==> src/rtl/frame_fifo_read_cam_if.sv <==
// Burst-read bus between frame_fifo_read_cam and the memory controller.
//   rd_burst_req    : request, held until rd_burst_finish
//   rd_burst_len    : burst length in words
//   rd_burst_addr   : burst base word address
//   rd_burst_finish : one-cycle pulse, burst complete
// master = frame reader, slave = memory controller.
interface frame_fifo_read_cam_if #(
    parameter int ADDR_BITS  = 28,
    parameter int BUSRT_BITS = 10
);
    logic                  rd_burst_req;
    logic [BUSRT_BITS-1:0] rd_burst_len;
    logic [ADDR_BITS-1:0]  rd_burst_addr;
    logic                  rd_burst_finish;

    modport master (
        output rd_burst_req,
        output rd_burst_len,
        output rd_burst_addr,
        input  rd_burst_finish
    );

    modport slave (
        input  rd_burst_req,
        input  rd_burst_len,
        input  rd_burst_addr,
        output rd_burst_finish
    );
endinterface

==> src/rtl/frame_fifo_read_cam.sv <==
// Frame burst reader: after the camera writer has landed a frame in external
// memory, fetches it from one of two base addresses through the memory
// controller's burst-read port into an output FIFO. Runs in mem_clk only;
// read_req, read_len and read_addr_index are synchronized internally.
//
// Ports:
//   mem_clk, rst      : clock, synchronous active-high reset
//   rd_bus (master)   : burst-read request/len/addr, finish pulse
//   read_req/_ack     : consumer frame-read handshake (read_req async)
//   read_addr_0/_1    : frame base addresses, chosen by read_addr_index
//   read_len          : frame length in words
//   frame_valid       : writer has a complete frame; gates acceptance
//   fifo_aclr         : output FIFO clear, asserted with read_req_ack
//   wrusedw           : output FIFO used words (write side)
//   read_finish       : one-cycle pulse when the frame is fetched
//
// Build option: define READ_TAIL_BURST_EN to trim the last burst so exactly
// read_len words are fetched; otherwise every burst is BURST_SIZE words.
module frame_fifo_read_cam #(
    parameter int MEM_DATA_BITS = 32,
    parameter int ADDR_BITS     = 28,
    parameter int BUSRT_BITS    = 10,
    parameter int BURST_SIZE    = 128,
    parameter int FIFO_DEPTH    = 512
) (
    input  logic                    mem_clk,
    input  logic                    rst,
    frame_fifo_read_cam_if.master   rd_bus,
    input  logic                    read_req,
    output logic                    read_req_ack,
    input  logic [ADDR_BITS-1:0]    read_addr_0,
    input  logic [ADDR_BITS-1:0]    read_addr_1,
    input  logic                    read_addr_index,
    input  logic [ADDR_BITS-1:0]    read_len,
    input  logic                    frame_valid,
    output logic                    fifo_aclr,
    input  logic [15:0]             wrusedw,
    output logic                    read_finish
);

    // Elaboration-time configuration guard.
    if (FIFO_DEPTH < 2 * BURST_SIZE || MEM_DATA_BITS <= 0) begin : g_bad_cfg
        $error("frame_fifo_read_cam: FIFO_DEPTH must be >= 2*BURST_SIZE");
    end

    typedef enum logic [2:0] {
        IDLE,
        ACK,
        CHECK_FIFO,
        READ_BURST,
        READ_BURST_END,
        END
    } state_t;

    state_t                 state;
    logic                   req_d0, req_d1, req_d2;
    logic                   index_d0, index_d1;
    logic [ADDR_BITS-1:0]   len_d0, len_d1;
    logic [ADDR_BITS-1:0]   len_latch;
    logic [ADDR_BITS-1:0]   read_cnt;
    logic [BUSRT_BITS-1:0]  burst_len_next;
    logic                   space_ok;

`ifdef READ_TAIL_BURST_EN
    logic [ADDR_BITS-1:0]   remaining;

    // Last burst is trimmed to the words still owed; FIFO room is checked
    // against the length actually about to be requested.
    always_comb begin
        remaining = len_latch - read_cnt;
        if (remaining < ADDR_BITS'(BURST_SIZE))
            burst_len_next = BUSRT_BITS'(remaining);
        else
            burst_len_next = BUSRT_BITS'(BURST_SIZE);
        space_ok = (wrusedw <= (16'(FIFO_DEPTH) - 16'(burst_len_next)));
    end
`else
    always_comb begin
        burst_len_next = BUSRT_BITS'(BURST_SIZE);
        space_ok       = (wrusedw <= 16'(FIFO_DEPTH - BURST_SIZE));
    end
`endif

    always_ff @(posedge mem_clk) begin
        if (rst) begin
            state                <= IDLE;
            req_d0               <= 1'b0;
            req_d1               <= 1'b0;
            req_d2               <= 1'b0;
            index_d0             <= 1'b0;
            index_d1             <= 1'b0;
            len_d0               <= '0;
            len_d1               <= '0;
            len_latch            <= '0;
            read_cnt             <= '0;
            rd_bus.rd_burst_req  <= 1'b0;
            rd_bus.rd_burst_len  <= '0;
            rd_bus.rd_burst_addr <= '0;
            read_req_ack         <= 1'b0;
            fifo_aclr            <= 1'b0;
            read_finish          <= 1'b0;
        end else begin
            req_d0   <= read_req;
            req_d1   <= req_d0;
            req_d2   <= req_d1;
            index_d0 <= read_addr_index;
            index_d1 <= index_d0;
            len_d0   <= read_len;
            len_d1   <= len_d0;

            case (state)
                IDLE: begin
                    read_req_ack <= 1'b0;
                    read_finish  <= 1'b0;
                    // Without a landed frame the request simply stays pending.
                    if (req_d2 && frame_valid)
                        state <= ACK;
                end

                ACK: begin
                    if (req_d2) begin
                        read_req_ack         <= 1'b1;
                        fifo_aclr            <= 1'b1;
                        rd_bus.rd_burst_addr <= index_d1 ? read_addr_1 : read_addr_0;
                        len_latch            <= len_d1;
                        read_cnt             <= '0;
                    end else begin
                        read_req_ack <= 1'b0;
                        fifo_aclr    <= 1'b0;
                        state        <= (len_latch == '0) ? END : CHECK_FIFO;
                    end
                end

                CHECK_FIFO: begin
                    if (req_d2) begin
                        state <= ACK;
                    end else if (space_ok) begin
                        rd_bus.rd_burst_len <= burst_len_next;
                        rd_bus.rd_burst_req <= 1'b1;
                        state               <= READ_BURST;
                    end
                end

                // A burst is never truncated; a new request waits for finish.
                READ_BURST: begin
                    if (rd_bus.rd_burst_finish) begin
                        rd_bus.rd_burst_req  <= 1'b0;
                        read_cnt             <= read_cnt + ADDR_BITS'(rd_bus.rd_burst_len);
                        rd_bus.rd_burst_addr <= rd_bus.rd_burst_addr + ADDR_BITS'(rd_bus.rd_burst_len);
                        state                <= READ_BURST_END;
                    end
                end

                READ_BURST_END: begin
                    if (req_d2)
                        state <= ACK;
                    else if (read_cnt < len_latch)
                        state <= CHECK_FIFO;
                    else
                        state <= END;
                end

                END: begin
                    read_finish <= 1'b1;
                    state       <= IDLE;
                end

                default: state <= IDLE;
            endcase
        end
    end

endmodule

==> src/flat_wrapper.sv <==
// flat-port wrapper written by rule: the top's interface ports become plain ports
module frame_fifo_read_cam_flat 
#(
    parameter int MEM_DATA_BITS = 32,
    parameter int ADDR_BITS     = 28,
    parameter int BUSRT_BITS    = 10,
    parameter int BURST_SIZE    = 128,
    parameter int FIFO_DEPTH    = 512
)
  (mem_clk, rst, read_req, read_req_ack, read_addr_0, read_addr_1, read_addr_index, read_len, frame_valid, fifo_aclr, wrusedw, read_finish, rd_bus_rd_burst_req, rd_bus_rd_burst_len, rd_bus_rd_burst_addr, rd_bus_rd_burst_finish);
  frame_fifo_read_cam_if #(.ADDR_BITS(ADDR_BITS), .BUSRT_BITS(BUSRT_BITS)) rd_bus_i ();
  input  logic mem_clk;
  input  logic rst;
  input  logic read_req;
  output logic read_req_ack;
  input  logic [ADDR_BITS-1:0] read_addr_0;
  input  logic [ADDR_BITS-1:0] read_addr_1;
  input  logic read_addr_index;
  input  logic [ADDR_BITS-1:0] read_len;
  input  logic frame_valid;
  output logic fifo_aclr;
  input  logic [15:0] wrusedw;
  output logic read_finish;
  output wire logic [$bits(rd_bus_i.rd_burst_req)-1:0] rd_bus_rd_burst_req;
  output wire logic [$bits(rd_bus_i.rd_burst_len)-1:0] rd_bus_rd_burst_len;
  output wire logic [$bits(rd_bus_i.rd_burst_addr)-1:0] rd_bus_rd_burst_addr;
  input wire logic [$bits(rd_bus_i.rd_burst_finish)-1:0] rd_bus_rd_burst_finish;
  assign rd_bus_rd_burst_req = rd_bus_i.rd_burst_req;
  assign rd_bus_rd_burst_len = rd_bus_i.rd_burst_len;
  assign rd_bus_rd_burst_addr = rd_bus_i.rd_burst_addr;
  assign rd_bus_i.rd_burst_finish = rd_bus_rd_burst_finish;
  frame_fifo_read_cam #(.MEM_DATA_BITS(MEM_DATA_BITS), .ADDR_BITS(ADDR_BITS), .BUSRT_BITS(BUSRT_BITS), .BURST_SIZE(BURST_SIZE), .FIFO_DEPTH(FIFO_DEPTH)) u_core (.mem_clk(mem_clk), .rst(rst), .rd_bus(rd_bus_i), .read_req(read_req), .read_req_ack(read_req_ack), .read_addr_0(read_addr_0), .read_addr_1(read_addr_1), .read_addr_index(read_addr_index), .read_len(read_len), .frame_valid(frame_valid), .fifo_aclr(fifo_aclr), .wrusedw(wrusedw), .read_finish(read_finish));
endmodule
==> config.mk <==
export PLATFORM = sky130hd
export DESIGN_NAME = frame_fifo_read_cam_flat
export DESIGN_NICKNAME = d
export VERILOG_FILES = /design/src/rtl/frame_fifo_read_cam_if.sv /design/src/rtl/frame_fifo_read_cam.sv /design/src/flat_wrapper.sv
export SDC_FILE = /design/constraint.sdc
export NUM_CORES = 1
export LEC_CHECK = 0
export BUFFER_PORTS_ARGS = -buffer_cell sky130_fd_sc_hd__buf_4
export CAP_MARGIN = 15
export CORE_MARGIN = 2
export CORE_UTILIZATION = 53
export CTS_CLUSTER_SIZE = 40
export DETAILED_ROUTE_END_ITERATION = 12
export GPL_TIMING_DRIVEN = 0
export PLACE_DENSITY = 0.78
export SLEW_MARGIN = 10
export SYNTH_ARGS = -nofsm -noshare
export SYNTH_HDL_FRONTEND = slang
export SYNTH_SLANG_ARGS = --single-unit
==> constraint.sdc <==
create_clock -name mem_clk -period 2.4 [get_ports mem_clk]
set_clock_uncertainty 0.1 [all_clocks]
set_input_delay 0.48 -clock mem_clk [delete_from_list [all_inputs] [get_ports mem_clk]]
set_output_delay 0.48 -clock mem_clk [all_outputs]
set_load 0.02 [all_outputs]
# == Yosys cells after proc, flatten, opt, wreduce, memory -nomap -nowiden ==
# Index checks and enable logic that the tools add are counted.
# op_classes
reduce_logical,12
bitwise_logic,1
addsub,2
n_eq_ne,12
n_lt_le_gt_ge,2
muxes,23
# ops
cell,n
$mux 28,5
$pmux 28 s2,2
$add 28x8->28,2
$logic_not 28->1,1
$lt 28x28->1,1
$mux 3,8
$le 16x9->1 const B,1
$pmux 3 s5,1
$reduce_and 4->1,2
$reduce_bool 2->1,4
$eq 3x2->1 const B,2
$eq 3x3->1 const B,2
$ne 2x1->1 const B,3
$ne 2x2->1 const B,3
$pmux 1 s2,3
$reduce_and 3->1,2
$mux 1,4
$eq 3x1->1 const B,1
$logic_not 3->1,1
$ne 3x1->1 const B,1
$reduce_and 2->1,1
$logic_and 1x1->1,1
$not 1->1,1
# totals
out_inout_bits,42
input_bits,106
wordCells,68
regBits,153

# == Longest topological paths before layout ==
# depth
ltp_word,4
depth_mapped,8
depth_no_buf,8

# == Worst setup path before layout ==
# No wires, ideal clock.
# synth_timing
path_kind,register -> register
start,register u_core.read_cnt[11]
end,register u_core.state[1]
setup_ns,0.086
required_time_ns,2.214
path_stages_with_launch,8
period_less_slack_ns,1.976
arrival_time_ns,1.790
n_path_buf,0
path_slack_ns,0.424
path_cell_list,dfxtp_1 > ha_1 > and4_1 > and4_1 > o2111ai_1 > nand4_1 > o211a_1 > a211oi_1
# synth_via
elab_chain_cells,4
# synth_rtl
item,line_no,rtl
from (decl),frame_fifo_read_cam.sv:60,logic [ADDR_BITS-1:0] read_cnt;
from (signal assigned),frame_fifo_read_cam.sv:148,read_cnt <= read_cnt + ADDR_BITS'(rd_bus.rd_burst_len);
$lt 28x28->1,frame_fifo_read_cam.sv:157,else if (read_cnt < len_latch)
$mux 3,frame_fifo_read_cam.sv:157,
$mux 3,frame_fifo_read_cam.sv:155,if (req_d2)
$pmux 3 s5,frame_fifo_read_cam.sv:111,case (state)
to (signal assigned),frame_fifo_read_cam.sv:130,state <= (len_latch == '0) ? END : CHECK_FIFO;
to (decl),frame_fifo_read_cam.sv:55,state_t state;
# No other way between the ends.
# A chain may end at the register's enable or synchronous reset.

# == Worst setup path after layout ==
# layout_timing
start,register u_core.len_latch[11]
end,register u_core.state[1]
# layout_via
elab_chain_cells,4
word_cells_on_any_way,7
cone_classes,1 x order compare; 5 x mux; 1 x reduce/logical
# layout_rtl
item,line_no,rtl
from (decl),frame_fifo_read_cam.sv:59,logic [ADDR_BITS-1:0] len_latch;
from (signal assigned),frame_fifo_read_cam.sv:125,len_latch <= len_d1;
$lt 28x28->1 or $logic_not 28->1 (tied branches),"frame_fifo_read_cam.sv:157, frame_fifo_read_cam.sv:130",
$mux 3 (on tied branches),"frame_fifo_read_cam.sv:157, frame_fifo_read_cam.sv:130",
$mux 3 (on tied branches),"frame_fifo_read_cam.sv:155, frame_fifo_read_cam.sv:121",
$pmux 3 s5 (*),frame_fifo_read_cam.sv:111,
# Mark *: on every way between the ends. The rest lies on a longest branch, timed or not. The select of a mux whose other input is x is not followed.

==> flow_metrics.tcl <==
set metrics [dict create \
    outcome "finished, final reports clean" \
    via_per_inst 5.47 \
    routedWlPerCell_um 15.2 \
    port_buffers 138 \
    hold_slack_ns 0.172 \
    pwr-share-seq_pct 46.0 \
    synthCells 754 \
    required_ns 2.63 \
    rr_worst_depth 8 \
    fmax_ghz 0.435 \
    clk_pin_slew_ns 0.06 \
    synth-seq-cells 146 \
    synth_edf_count 0 \
    cts.path.max_buffers 2 \
    cp_max_fo 3 \
    tightest_slew_ns 0.738 \
    powerDensity_nw_per_um2 644 \
    holdCritPathClass "input port to flop" \
    antenna_found_initial 0 \
    crit_cells 8 \
    slew_headroom_pct 50.8 \
    cpMaxStageDelayCell "dfxtp_1" \
    rr_startpoint "u_core.len_latch[11]" \
    rows 40 \
    start_util_pct 54.5 \
    drt_iter0_markers 390 \
    syn2layout_area_growth_pct 28.2 \
    cp.buffers_inverters 1 \
    insertion_delay_ns 0.42 \
    cp_top_family "compound AO/OA/AOI/OAI gates" \
    drv_slew 0 \
    grt_overflow 0 \
    vdd_drop_max_mv 0.574 \
    cts_tree "yes" \
    final_nets 1051 \
    ant_nets 0 \
    period_share_pct 95.9 \
    dieArea_um2 13200 \
    critPathCaptureType "flop" \
    p_int_mw 4.24 \
    worstPathArrival_ns 2.53 \
    track_usage_pct 25.3 \
    p_clk_share_pct 48.2 \
    wl_mm 16.4 \
    holdPathEnd "u_core.len_d0[0]" \
    p_sw_share_pct 21.4 \
    fin_cells 1079 \
    hp-start "read_len[0]" \
    hold_depth 2 \
    multi_input_area_um2 3310 \
    cts_made_buffers 17 \
    yosys_warnings 0 \
    synthArstFlopShare_pct 0 \
    num_io_pins 148 \
    hold_viol 0 \
    firstDrtPassIters 6 \
    r2r_slack_ns 0.1 \
    grt_max_degree 17 \
    fillers 953 \
    worst-setup-path-type "flop to flop" \
    maxCapViolations 0 \
    crit_top_cell "and4_1" \
    avgSynthCellArea_um2 8.68 \
    synth-main-ff-cell "dfxtp_1" \
    grt_pass1_wl_mm 26.5 \
    power_frac_comb_pct 5.8 \
    p_sw_mw 1.16 \
    power.total_mw 5.40 \
    ctsHoldBuffers 0 \
    place_congestion 0.937 \
    dpl.cell_count 1047 \
    leakage_nw 3.37 \
    htreeDepth 4 \
    seqCellArea_um2 2930 \
    cp-start-kind "flop" \
    die_h_um 115 \
    coreArea_um2 12000 \
    routed-via-count 5901 \
    drive_gt1_share_pct 23.5 \
    min_period_ns 2.30 \
    grt_pass1_vias 5718 \
    max_stage_delay_ns 0.38 \
    die_x_um 115 \
    drc 0 \
    path_cells "inv_1, ha_1, and4_1, and4_1, o2111ai_1, nand4_1, o211a_1, a211oi_1" \
    ys_types 58 \
    timing.rr.end "u_core.state[1]" \
    synth_area_um2 6540 \
    clkSinkCount 146 \
    seq_area_frac_synth_pct 44.7 \
    dp_hpwl_mm 12.0 \
    clockRootBuffer "clkbuf_16" \
    diodes 0 \
    rsz0062_at_grt "false" \
    setup_violations 0 \
]
power by group through the flow:
stage	Combinational [mW]	Sequential [mW]	Clock, mW
2_1_floorplan	0.143	2.54	0
3_3_place_gp	0.303	2.54	0
3_5_place_dp	0.311	2.54	0
4_1_cts	0.313	2.49	2.63
5_1_grt	0.337	2.49	2.75
6_report	0.312	2.49	2.60
cells in the mapped netlist, drive strengths merged, types with 5 or more instances:
cell	instances	area, µm²
dfxtp	146	2920
inv	28	105
a22oi	5	37.5
nand2b	6	37.5
clkbuf	22	82.6
nand2	86	323
mux2	8	90.1
buf	25	153
and3	7	43.8
xnor2	6	52.6
nand4	15	119
a21oi	83	427
nor2	49	186
nand3	20	100
o21ai	40	208
nor4	11	75.1
a211oi	17	128
mux2i	20	200
nor3	17	100
ha	25	313
or3	5	31.3
nor2b	63	394
xor2	9	78.8
registers in the layout (all words and copies together) (netlist names), 3 cells and up:
name and count:
u_core.state 3, u_core.len_latch 28, u_core.rd_bus.rd_burst_addr 28, u_core.read_cnt 21, u_core.len_d0 28, u_core.len_d1 28
cell type report:
| type | count | share of cell area [%] |
|---|---|---|
| multi-input combinational | 541 | 39.5 |
| sequential | 146 | 34.9 |
| timing repair buffer | 139 | 12.4 |
| clock buffer | 20 | 5.45 |
| buffer | 47 | 2.81 |
| tap | 147 | 2.19 |
| clock inverter | 11 | 1.51 |
| inverter | 28 | 1.25 |
worst max path at each step:
stage / start / end / slack, ns
floorplan: u_core.read_cnt[11] / u_core.state[1] / 0.42
global placement: rst / u_core.rd_bus.rd_burst_addr[25] / 0.03
detailed placement: rst / u_core.read_req_ack / -0.008
CTS: u_core.read_cnt[11] / u_core.state[1] / 0.05
global route: u_core.len_latch[26] / u_core.state[2] / 0.02
finish: u_core.len_latch[11] / u_core.state[1] / 0.1
per-layer routing:
| metal | share of wire, % | routed length [µm] | GRT usage [%] |
|---|---|---|---|
| met5 | 0 | 0 | 0 |
| met4 | 2.1 | 337 | 8.67 |
| met3 | 6.7 | 1100 | 6.17 |
| met2 | 49 | 8040 | 45.3 |
| met1 | 42 | 6880 | 29.6 |
cells in the final DEF, fill, tap and decap left out, types with 7 or more instances in the layout:
cell         n
nor2b_1     63
nand3_1     20
a21oi_1     82
nand4_1     11
ha_1        25
a211oi_1    17
clkbuf_1    23
o21ai_0     34
nor2_1      48
nor4_1      10
and3_1       7
nand2_1     86
inv_1       28
conb_1       9
dfxtp_1    144
mux2i_1     20
buf_4      151
nor3_1      14
buf_2       11
mux2_2       8
clkbuf_16   17
xor2_1       9
metrics by stage:
stage	cell area, µm²	TNS, ns	utilization [%]	setup slack, ns
4_1_cts	8380	0	69.7	0.0490
6_report	8390	0	69.8	0.0991
5_1_grt	8390	0	69.8	0.0195
3_5_place_dp	7790	-0.00799	64.9	-0.00799
2_1_floorplan	6570	0	-	0.424
3_3_place_gp	7790	0	64.9	0.0273
repair_timing:
| action | 4_1_cts | 5_1_grt |
|---|---|---|
| endpoints found under the setup margin | 0 | 1 |
| setup buffers | 0 | 1 |
| resized for setup | 0 | 2 |
cell families after synthesis:
family | share of synthesized area (%)
other | 0.0573
and+or+nand+nor | 23.1
muxes | 4.44
xor gates and xnor gates | 2.01
adders and majority gates | 4.78
buffers and inverters | 5.20
DFF | 44.7
AOI/OAI and AO/OA | 15.8
Note: power is estimated with default switching activity, not from simulation.
